$ cat src/rtl/q1_sym_feeder_if.sv
// q1_sym_feeder_if: host/feeder bundle for the q1 symbol feeder
// Ports: wr_data/wr_valid/wr_ready enqueue channel, start/pause playout
// control, sym/sym_valid/busy/count playout status.
interface q1_sym_feeder_if #(
  parameter int DEPTH = 8,
  parameter int W = 2
);
  logic [W-1:0] wr_data;
  logic wr_valid;
  logic wr_ready;
  logic start;
  logic pause;
  logic [W-1:0] sym;
  logic sym_valid;
  logic busy;
  logic [$clog2(DEPTH):0] count;
  modport master (
    output wr_data, wr_valid, start, pause,
    input wr_ready, sym, sym_valid, busy, count
  );
  modport slave (
    input wr_data, wr_valid, start, pause,
    output wr_ready, sym, sym_valid, busy, count
  );
endinterface

$ cat src/rtl/q1_sym_feeder.sv
// q1_sym_feeder: queues 2-bit codes and replays them one per clock onto q1 `in`
// Ports: clk, reset (sync, active-high), f (q1_sym_feeder_if.slave).
// Optional: define Q1_SYM_FEEDER_LOOP_EN for cyclic loop playout.
module q1_sym_feeder #(
  parameter int DEPTH = 8,
  parameter int W = 2,
  parameter logic [W-1:0] IDLE_SYM = '0
) (
  input logic clk,
  input logic reset,
  q1_sym_feeder_if.slave f
);
  localparam int AW = $clog2(DEPTH);
`ifdef Q1_SYM_FEEDER_LOOP_EN
  localparam bit LOOP = 1'b1;
`else
  localparam bit LOOP = 1'b0;
`endif
  typedef enum logic {IDLE, RUN} state_t;
  state_t state, state_nx;
  logic [W-1:0] mem [DEPTH];
  logic [AW-1:0] wr_ptr, rd_ptr;
  logic [AW:0] count_nx;
  logic push, pop, wr_en;
  logic [W-1:0] wr_word;
  // In loop mode writes are locked out while running, and a start in RUN
  // stops playout on that edge without popping.
  assign f.wr_ready = (f.count < (AW+1)'(DEPTH)) && !(LOOP && state == RUN);
  assign f.busy = (state == RUN);
  assign push = f.wr_valid && f.wr_ready;
  assign pop = (state == RUN) && !f.pause && (f.count != 0) && !(LOOP && f.start);
  // Loop mode recirculates the popped head to the tail, so occupancy holds.
  assign wr_en = push || (LOOP && pop);
  assign wr_word = push ? f.wr_data : mem[rd_ptr];
  assign count_nx = f.count + (AW+1)'(push) - (AW+1)'(pop && !LOOP);
  always_comb begin
    state_nx = state;
    if (state == IDLE)
      state_nx = (f.start && f.count != 0) ? RUN : IDLE;
    else
      state_nx = (count_nx == 0 || (LOOP && f.start)) ? IDLE : RUN;
  end
  always_ff @(posedge clk)
    if (wr_en) mem[wr_ptr] <= wr_word;
  always_ff @(posedge clk) begin
    if (reset) begin
      state <= IDLE;
      wr_ptr <= '0;
      rd_ptr <= '0;
      f.count <= '0;
      f.sym <= IDLE_SYM;
      f.sym_valid <= 1'b0;
    end else begin
      state <= state_nx;
      wr_ptr <= wr_en ? wr_ptr + AW'(1) : wr_ptr;
      rd_ptr <= pop ? rd_ptr + AW'(1) : rd_ptr;
      f.count <= count_nx;
      f.sym <= pop ? mem[rd_ptr] : IDLE_SYM;
      f.sym_valid <= pop;
    end
  end
endmodule

$ cat src/flat_wrapper.sv
// flat-port wrapper written by rule: the top's interface ports become plain ports
module q1_sym_feeder_flat 
#(
  parameter int DEPTH = 8,
  parameter int W = 2,
  parameter logic [W-1:0] IDLE_SYM = '0
)
  (clk, reset, f_wr_data, f_wr_valid, f_start, f_pause, f_wr_ready, f_sym, f_sym_valid, f_busy, f_count);
  q1_sym_feeder_if #(.DEPTH(DEPTH), .W(W)) f_i ();
  input logic clk;
  input logic reset;
  input wire logic [$bits(f_i.wr_data)-1:0] f_wr_data;
  input wire logic [$bits(f_i.wr_valid)-1:0] f_wr_valid;
  input wire logic [$bits(f_i.start)-1:0] f_start;
  input wire logic [$bits(f_i.pause)-1:0] f_pause;
  output wire logic [$bits(f_i.wr_ready)-1:0] f_wr_ready;
  output wire logic [$bits(f_i.sym)-1:0] f_sym;
  output wire logic [$bits(f_i.sym_valid)-1:0] f_sym_valid;
  output wire logic [$bits(f_i.busy)-1:0] f_busy;
  output wire logic [$bits(f_i.count)-1:0] f_count;
  assign f_i.wr_data = f_wr_data;
  assign f_i.wr_valid = f_wr_valid;
  assign f_i.start = f_start;
  assign f_i.pause = f_pause;
  assign f_wr_ready = f_i.wr_ready;
  assign f_sym = f_i.sym;
  assign f_sym_valid = f_i.sym_valid;
  assign f_busy = f_i.busy;
  assign f_count = f_i.count;
  q1_sym_feeder #(.DEPTH(DEPTH), .W(W), .IDLE_SYM(IDLE_SYM)) u_core (.clk(clk), .reset(reset), .f(f_i));
endmodule
$ cat config.mk
export PLATFORM = sky130hd
export DESIGN_NAME = q1_sym_feeder_flat
export DESIGN_NICKNAME = d
export VERILOG_FILES = /design/src/rtl/q1_sym_feeder_if.sv /design/src/rtl/q1_sym_feeder.sv /design/src/flat_wrapper.sv
export SDC_FILE = /design/constraint.sdc
export NUM_CORES = 1
export LEC_CHECK = 0
export CORE_ASPECT_RATIO = 1.4
export CORE_MARGIN = 3
export CORE_UTILIZATION = 45
export CTS_CLUSTER_DIAMETER = 150
export DETAILED_ROUTE_END_ITERATION = 16
export PLACE_DENSITY = 0.66
export SYNTH_ARGS = -nofsm -noshare
export SYNTH_HDL_FRONTEND = slang
export SYNTH_SLANG_ARGS = --single-unit
$ cat constraint.sdc
create_clock -name clk -period 5.65 [get_ports clk]
set_input_delay 0.8475 -clock clk [delete_from_list [all_inputs] [get_ports clk]]
set_output_delay 0.8475 -clock clk [all_outputs]
set_load 0.005 [all_outputs]
# Yosys cells after proc, flatten, opt, wreduce, memory -nomap -nowiden
# Memory sizes are Yosys's and may differ from the RTL's. A register that Yosys moved wholly into a read port is not among the register bits.
# Index checks and enable logic that the tools add are counted.
# op_classes
n_lt_le_gt_ge,1
n_reduce_logical,8
n_mux,8
n_addsub,4
bitwise_logic,1
# op_table
op,n
3-bit by 1-bit adder with 3-bit output (second input constant),2
3-bit 2-to-1 mux,2
1-bit 2-to-1 mux,5
4-bit by 1-bit adder with 4-bit output,1
1-bit logical AND,4
4-bit logical NOT,1
4-bit less-than comparator (second input constant),1
4-bit nonzero test,1
4-bit by 1-bit subtractor with 4-bit output,1
2-bit 2-to-1 mux,1
2-bit OR reduction,1
1-bit logical NOT,1
1-bit inverter,1
# word_totals
reg_bits,14
mem_bits_rw,16
mem_count,1
output_inout_bits,9
word_cells,29
# mem_list
memory,words,word_bits,rd,rd_clocked_by_memory_dff,wr,line_no,text
u_core.mem,8,2,1,1,1,q1_sym_feeder.sv:21,logic [W-1:0] mem [DEPTH];

# Depth between registers and ports, before layout
# Gate-level depths: netlist of run 1.
# logic_depth
word_depth,7
ltp_mapped,12
ltp_nobuf,12

# Least setup slack after synthesis of run 1
# No wires, ideal clock.
# synth_timing
path_type,flip-flop to flip-flop
start,reg u_core.f.count[3]
end,reg u_core.state (netlist: u_core.f.busy)
path_stages_with_launch,13
arrival_time_ns,2.501
period_less_slack_ns,2.634
setup_slack_ns,3.016
path_cell_list,dfxtp_1 > inv_1 > ha_1 > or3b_1 > nand3b_2 > inv_1 > ha_1 > inv_1 > ha_1 > fa_1 > xor2_1 > nor4b_1 > a211oi_1
# synth_between
elab_chain_cells,7
word_cells_on_any_way,11
cone_classes,add/sub: 2; order compare: 1; mux: 3; reduce/logical: 5
# synth_rtl
element,line_no,text
from (decl),q1_sym_feeder_if.sv:23,"output wr_ready, sym, sym_valid, busy, count"
from (signal assigned),q1_sym_feeder.sv:57,f.count <= count_nx;
4-bit less-than comparator,q1_sym_feeder.sv:28,assign f.wr_ready = (f.count < (AW+1)'(DEPTH)) && !(LOOP && state == RUN);
named net f_wr_ready,flat_wrapper.sv:16,output wire logic [$bits(f_i.wr_ready)-1:0] f_wr_ready;
1-bit logical AND,q1_sym_feeder.sv:30,assign push = f.wr_valid && f.wr_ready;
4-bit by 1-bit adder with 4-bit output,q1_sym_feeder.sv:35,assign count_nx = f.count + (AW+1)'(push) - (AW+1)'(pop && !LOOP);
4-bit by 1-bit subtractor with 4-bit output,q1_sym_feeder.sv:35,
4-bit logical NOT,q1_sym_feeder.sv:41,state_nx = (count_nx == 0 || (LOOP && f.start)) ? IDLE : RUN;
1-bit 2-to-1 mux,q1_sym_feeder.sv:41,
1-bit 2-to-1 mux,q1_sym_feeder.sv:38,if (state == IDLE)
to (signal assigned),q1_sym_feeder.sv:54,state <= state_nx;
to (decl),q1_sym_feeder.sv:20,"state_t state, state_nx;"
# The timed path passes the listed nets, and every way through them passes these cells.
# A chain may end at the register's enable or synchronous reset.

# Worst setup path after layout of run 1
# layout_timing
start,in f_wr_valid
end,reg u_core.state (netlist: u_core.f.busy)
# layout_between
elab_chain_cells,6
# layout_rtl
element,line_no,text
from (decl),flat_wrapper.sv:13,input wire logic [$bits(f_i.wr_valid)-1:0] f_wr_valid;
1-bit logical AND,q1_sym_feeder.sv:30,
4-bit by 1-bit adder with 4-bit output,q1_sym_feeder.sv:35,
4-bit by 1-bit subtractor with 4-bit output,q1_sym_feeder.sv:35,
named net u_core.count_nx[1],q1_sym_feeder.sv:23,logic [AW:0] count_nx;
4-bit logical NOT,q1_sym_feeder.sv:41,
1-bit 2-to-1 mux,q1_sym_feeder.sv:41,
1-bit 2-to-1 mux,q1_sym_feeder.sv:38,
# The timed path passes the listed nets, and every way through them passes these cells.

==> impl_metrics.yaml, run 1 <==
global_route:
  gr-total-overflow: 0
  grt_pass1_wl_mm: 4.174
  grt_usage: 0.1528
  grt_max_degree: 18
  antenna_found_initial: 0
  grt_pass1_vias: 917
yosys:
  yosys.area_share.simple: 0.1392
  syn-cell-area_um2: 1411
  synth_compound_area_frac: 0.03369
  yosysWarnings: 0
  synth_area_leaders: "edfxtp_1, dfxtp_1, mux2i_1"
  yosys.cell_count.top_type: "dfxtp_1"
  avgSynthCellArea_um2: 12.49
  ys_seq_area_frac: 0.5816
  yosysTopAreaCellShare: 0.3404
  syn_inst: 113
  synth-xor-area-share: 0.03103
  syn_nets: 128
  synth_top_flop_cell: "dfxtp_1"
  ys_top_cells_by_count: "dfxtp_1, edfxtp_1, nor2_1"
  synth_edf_count: 16
  yosys.area.top_type: "edfxtp_1"
  ys_async_sr_fraction: 0
  ys_types: 26
  synth_mux_area_frac: 0.1028
  yosys.area_share.adder: 0.07624
  ys_ff_latch: 33
  synth_top_family_by_area: "simple AND/OR/NAND/NOR gates"
layout:
  drive_gt1_frac: 0.09848
  fin_util: 0.5759
  antenna_cells: 0
  fin_cells: 169
  areaGrowthSynthToFinish_pct: 19.77
  fin_nets: 146
cts:
  cts_sinks: 33
  clk_path_buf_depth: 2
  htree_levels: 2
  cts_tree: "done"
  cts_resized: 0
  root_buffer: "clkbuf_8"
  numCtsBuffers: 5
  worstSkewPairLatency_ns: 0.28
  cts_hold_buf: 0
  cts_setup_buffers: 0
  path_clk_slew_ns: 0.06
placement:
  dpl.cell_count: 161
  place.gp.congestion: 0.6877
  pre_cts_slack_ns: 2.264
  hpwl_mm: 1.843
  numPortBuffers: 15
floorplanning:
  die_area_um2: 3854
  dieHeight_um: 72.27
  num_rows: 23
  core_um2: 2935
  start_util: 0.4808
  io_pins: 16
  die_x_um: 53.33
sta:
  rsz0062_at_grt: "no"
  setup_viol: 0
  fmax_ghz: 0.3269
  setup_slack_ns: 2.591
  setup_tns_ns: 0
  tightest_slew_ns: 0.8055
  maxSlewHeadroom: 0.4619
  period_needed_ns: 3.059
  clock_skew_ns: 0.002013
  finalCritPeriodShare: 0.5415
  hold_viol_final: 0
  maxSlewViolCount: 0
  whs_ns: 0.5086
outcome:
  outcome: "completed"
detailed_routing:
  wl_mm: 2.382
  ant_nets: 0
  wl_per_cell_um: 14.09
  first_iter_violations: 20
  drtPass1Iterations: 4
  drc: 0
  via_per_inst: 4.988
  vias: 843
power:
  power_leakage_nw: 0.6200
  peakVddDrop_mv: 0.3205
  power.density_nw_per_um2: 450.2
worst_setup_path:
  start_kind: "primary input"
  path_class: "in -> reg"
  critical_path.max_fanout: 10
  crit_required_ns: 5.79
  arrival_ns: 3.20
  critPathCaptureType: "flop"
hold_path:
  min_path_type: "reg -> reg"
run:
  max_cap_viol_count: 0
==> placed cells by master (no fill, tap or decap), types with 2 or more instances in the layout <==
cell type / n
ha_1: 7
edfxtp_1: 16
nand2b_1: 4
a21oi_1: 3
nand2_1: 5
nor2_1: 16
nor2b_1: 4
mux2i_1: 10
xor2_1: 4
mux4_2: 2
nor3_2: 2
clkbuf_8: 5
nor3_1: 2
o21ai_2: 2
inv_1: 7
dfxtp_1: 17
clkdlybuf4s50_1: 15
==> registers in the layout (all words and copies together) (netlist names), named ones only <==
signal / flops
u_core.f.busy: 1
u_core.f.sym_valid: 1
u_core.mem: 16
u_core.wr_ptr: 3
u_core.f.count: 4
u_core.f.sym: 2
u_core.rd_ptr: 3
==> report_power, final <==
group          total [mW]  leakage (nW)  internal (mW)  switching (mW)
combinational       0.232         0.283          0.118           0.115
sequential          0.318         0.284          0.292          0.0265
clock               0.210        0.0528          0.130          0.0802
total               0.761         0.620          0.540           0.221
==> metal layers <==
layer,track usage,share of wire,vias to the layer above
li1,-,-,424
met1,0.1721,0.40,394
met2,0.2551,0.54,20
met3,0.05133,0.039,5
met4,0.06818,0.022,0
met5,0,0,-
==> stage by stage <==
stage | cell area [um2] | total power, mW
floorplan | 1411 | 0.4756
global placement | 1584 | 0.5559
detailed placement | 1584 | 0.5611
CTS | 1690 | 0.7735
global route | 1690 | 0.8163
finish | 1690 | 0.7610
==> kinds of logic (layout without fill, tap and decap cells) <==
logic type | count (synthesis) | after routing
adders and majority gates | 8 | 8
buffers and inverters | 11 | 30
DFF | 33 | 33
muxes | 12 | 12
and+or+nand+nor | 37 | 37
xor gates and xnor gates | 5 | 5
AOI/OAI and AO/OA | 7 | 7
==> cell type report <==
type / instances / area [um2]
fill: 278 / 1245
timing repair buffer: 15 / 150.1
tap: 37 / 46.29
sequential: 33 / 820.8
multi-input combinational: 69 / 540.5
clock buffer: 6 / 72.57
inverter: 7 / 26.28
clock inverter: 2 / 33.78
==> worst paths after layout <==
check	from	endpoint	slack, ns	cells after the start
worst min-delay path	u_core.rd_ptr[2]	u_core.rd_ptr[2]	0.51	2
worst max register to register	u_core.f.count[3]	u_core.f.busy	2.82	12
worst max-delay path	f_wr_valid	u_core.f.busy	2.59	6
worst min register to register	u_core.rd_ptr[2]	u_core.rd_ptr[2]	0.51	2
==> worst max-delay path, cell delays in order <==
cell and delay, ns:
clkdlybuf4s50_1 0.45, nor2b_1 0.64, ha_1 0.32, fa_1 0.46
nor4b_1 0.35, a211oi_1 0.11
No activity file was read; power rests on OpenSTA's default activity.
==> run 2, diff against run 1 <==
Settings changed: PLACE_DENSITY 0.66 to 0.69.
Clock period 5.65 ns to 2.6 ns, I/O delays scaled along.
==> run 2 against run 1 <==
Against the previous run: hold slack better by 0.0083 ns; combinational power grew to 2.8 times the previous value; flip-flop and latch count stayed put; total power is 120% higher; non-clock buffer count is 7 higher; largest power group unchanged; die area did not move; sequential share of layout area decreased by 2.2 points.
==> impl_metrics.yaml, run 2 (synthesized netlist as in run 1, its figures left out) <==
detailed_routing:
  vias: 875
  ant_nets: 0
  via_per_inst: 4.972
  wl_per_cell_um: 14.06
  drc: 0
  drtPass1Iterations: 4
  first_iter_violations: 7
  wl_mm: 2.474
worst_setup_path:
  path_class: "reg -> reg"
  r2r_start: "u_core.f.count[3]"
  arrival_ns: 2.60
  critical_path.max_fanout: 2
  crit_start: "u_core.f.count[3]"
  critPathCaptureType: "flop"
  start_kind: "flop"
  crit_required_ns: 2.74
power:
  peakVddDrop_mv: 0.6936
  switching_share: 0.3108
  finalPower_mw: 1.706
  combPwrFrac: 0.383
  pwr-share-seq: 0.409
  power_leakage_nw: 0.6521
  internal_power_mw: 1.175
  p_clk_frac: 0.208
  power.density_nw_per_um2: 960.7
  p_switching_mw: 0.5302
sta:
  period_needed_ns: 2.464
  clock_skew_ns: 0.007229
  tightest_slew_ns: 0.6437
  maxSlewHeadroom: 0.5695
  setup_slack_ns: 0.1363
  maxSlewViolCount: 0
  hold_viol_final: 0
  finalCritPeriodShare: 0.9476
  setup_viol: 0
  rsz0062_at_grt: "no"
  fmax_ghz: 0.4059
placement:
  place.gp.congestion: 0.7147
  dpl.cell_count: 165
  pre_cts_slack_ns: -0.06254
  numPortBuffers: 15
  hpwl_mm: 1.829
global_route:
  gr-total-overflow: 0
  antenna_found_initial: 0
  grt_max_degree: 18
  grt_pass1_wl_mm: 4.133
  grt_usage: 0.1548
  grt_pass1_vias: 931
layout:
  areaGrowthSynthToFinish_pct: 25.80
  largest-register: "u_core.mem"
  fin_nets: 153
  top_regs: "u_core.mem: 16 flops, u_core.f.count: 4 flops"
  largest_register_ffs: 16
  most-common-layout-cells: "nor2_1, edfxtp_1, dfxtp_1, clkdlybuf4s50_1, mux2i_1"
  antenna_cells: 0
  fin_cells: 176
  nFillCells: 243
  drive_gt1_frac: 0.2374
hold_path:
  min_path_type: "reg -> reg"
  hold_start: "u_core.rd_ptr[2]"
floorplanning:
  io_pins: 16
  dieHeight_um: 72.27
  start_util: 0.4808
  core_um2: 2935
  die_x_um: 53.33
  num_rows: 23
  die_area_um2: 3854
run:
  max_cap_viol_count: 0
cts:
  root_buffer: "clkbuf_8"
  worstSkewPairLatency_ns: 0.28
  path_clk_slew_ns: 0.06
  clk_path_buf_depth: 2
  cts_sinks: 33
  numCtsBuffers: 5
  htree_levels: 2
  cts_tree: "done"
outcome:
  outcome: "completed"
## run 2: power groups by stage
stage	Combinational [mW]	Sequential (mW)	Clock, mW
6_report	0.654	0.698	0.354
5_1_grt	0.736	0.705	0.388
4_1_cts	0.593	0.694	0.371
3_5_place_dp	0.573	0.705	0
3_3_place_gp	0.558	0.705	0
2_1_floorplan	0.368	0.688	0
## run 2: final timing paths
path / cells past startpoint / slack, ns / endpoint
min: 2 / 0.52 / flop
max: 12 / 0.14 / u_core.f.busy
max reg2reg: 12 / 0.14 / u_core.f.busy
min reg2reg: 2 / 0.52 / flop
## run 2: layout make-up
type,count,area (um2),share of cell area
Clock inverter,1,5.005,0.002819
Inverter,7,26.28,0.01480
Tap cell,37,46.29,0.02607
Sequential cell,33,823.3,0.4637
Timing Repair Buffer,22,202.7,0.1142
Multi-Input combinational cell,69,595.6,0.3354
Clock buffer,7,76.32,0.04299
## run 2: metal layers
layer | track usage | part of all wire | vias up
li1 | - | - | 438
met1 | 0.1624 | 0.40 | 412
met2 | 0.2592 | 0.53 | 19
met3 | 0.05133 | 0.039 | 6
met4 | 0.09375 | 0.029 | 0
met5 | 0 | 0 | -
## run 2: worst max-delay path: stages (launching register included)
cell and delay (ns):
dfxtp_2 0.32, inv_2 0.07, ha_4 0.12, or3b_4 0.38
nand3b_4 0.09, inv_2 0.05, ha_4 0.25, inv_2 0.03
ha_2 0.19, fa_2 0.37, xor2_2 0.16, nor4b_2 0.21
a211oi_1 0.10
## run 2: what timing repair did
item / 4_1_cts / 5_1_grt
buffers inserted: 0 / 3
resized for setup: 1 / 12
hold buffers: 0 / 0
setup endpoints to repair: 1 / 1
pin swaps: 1 / 5
## run 2: stage by stage
stage          cell area, um2  setup TNS [ns]  hold WS (ns)    util
2_1_floorplan            1423               0        0.4725       -
3_3_place_gp             1625        -0.01560        0.4880  0.5537
3_5_place_dp             1625        -0.06254        0.5098  0.5537
4_1_cts                  1713               0        0.5189  0.5835
5_1_grt                  1775               0        0.5512  0.6049
6_report                 1775               0        0.5169  0.6049
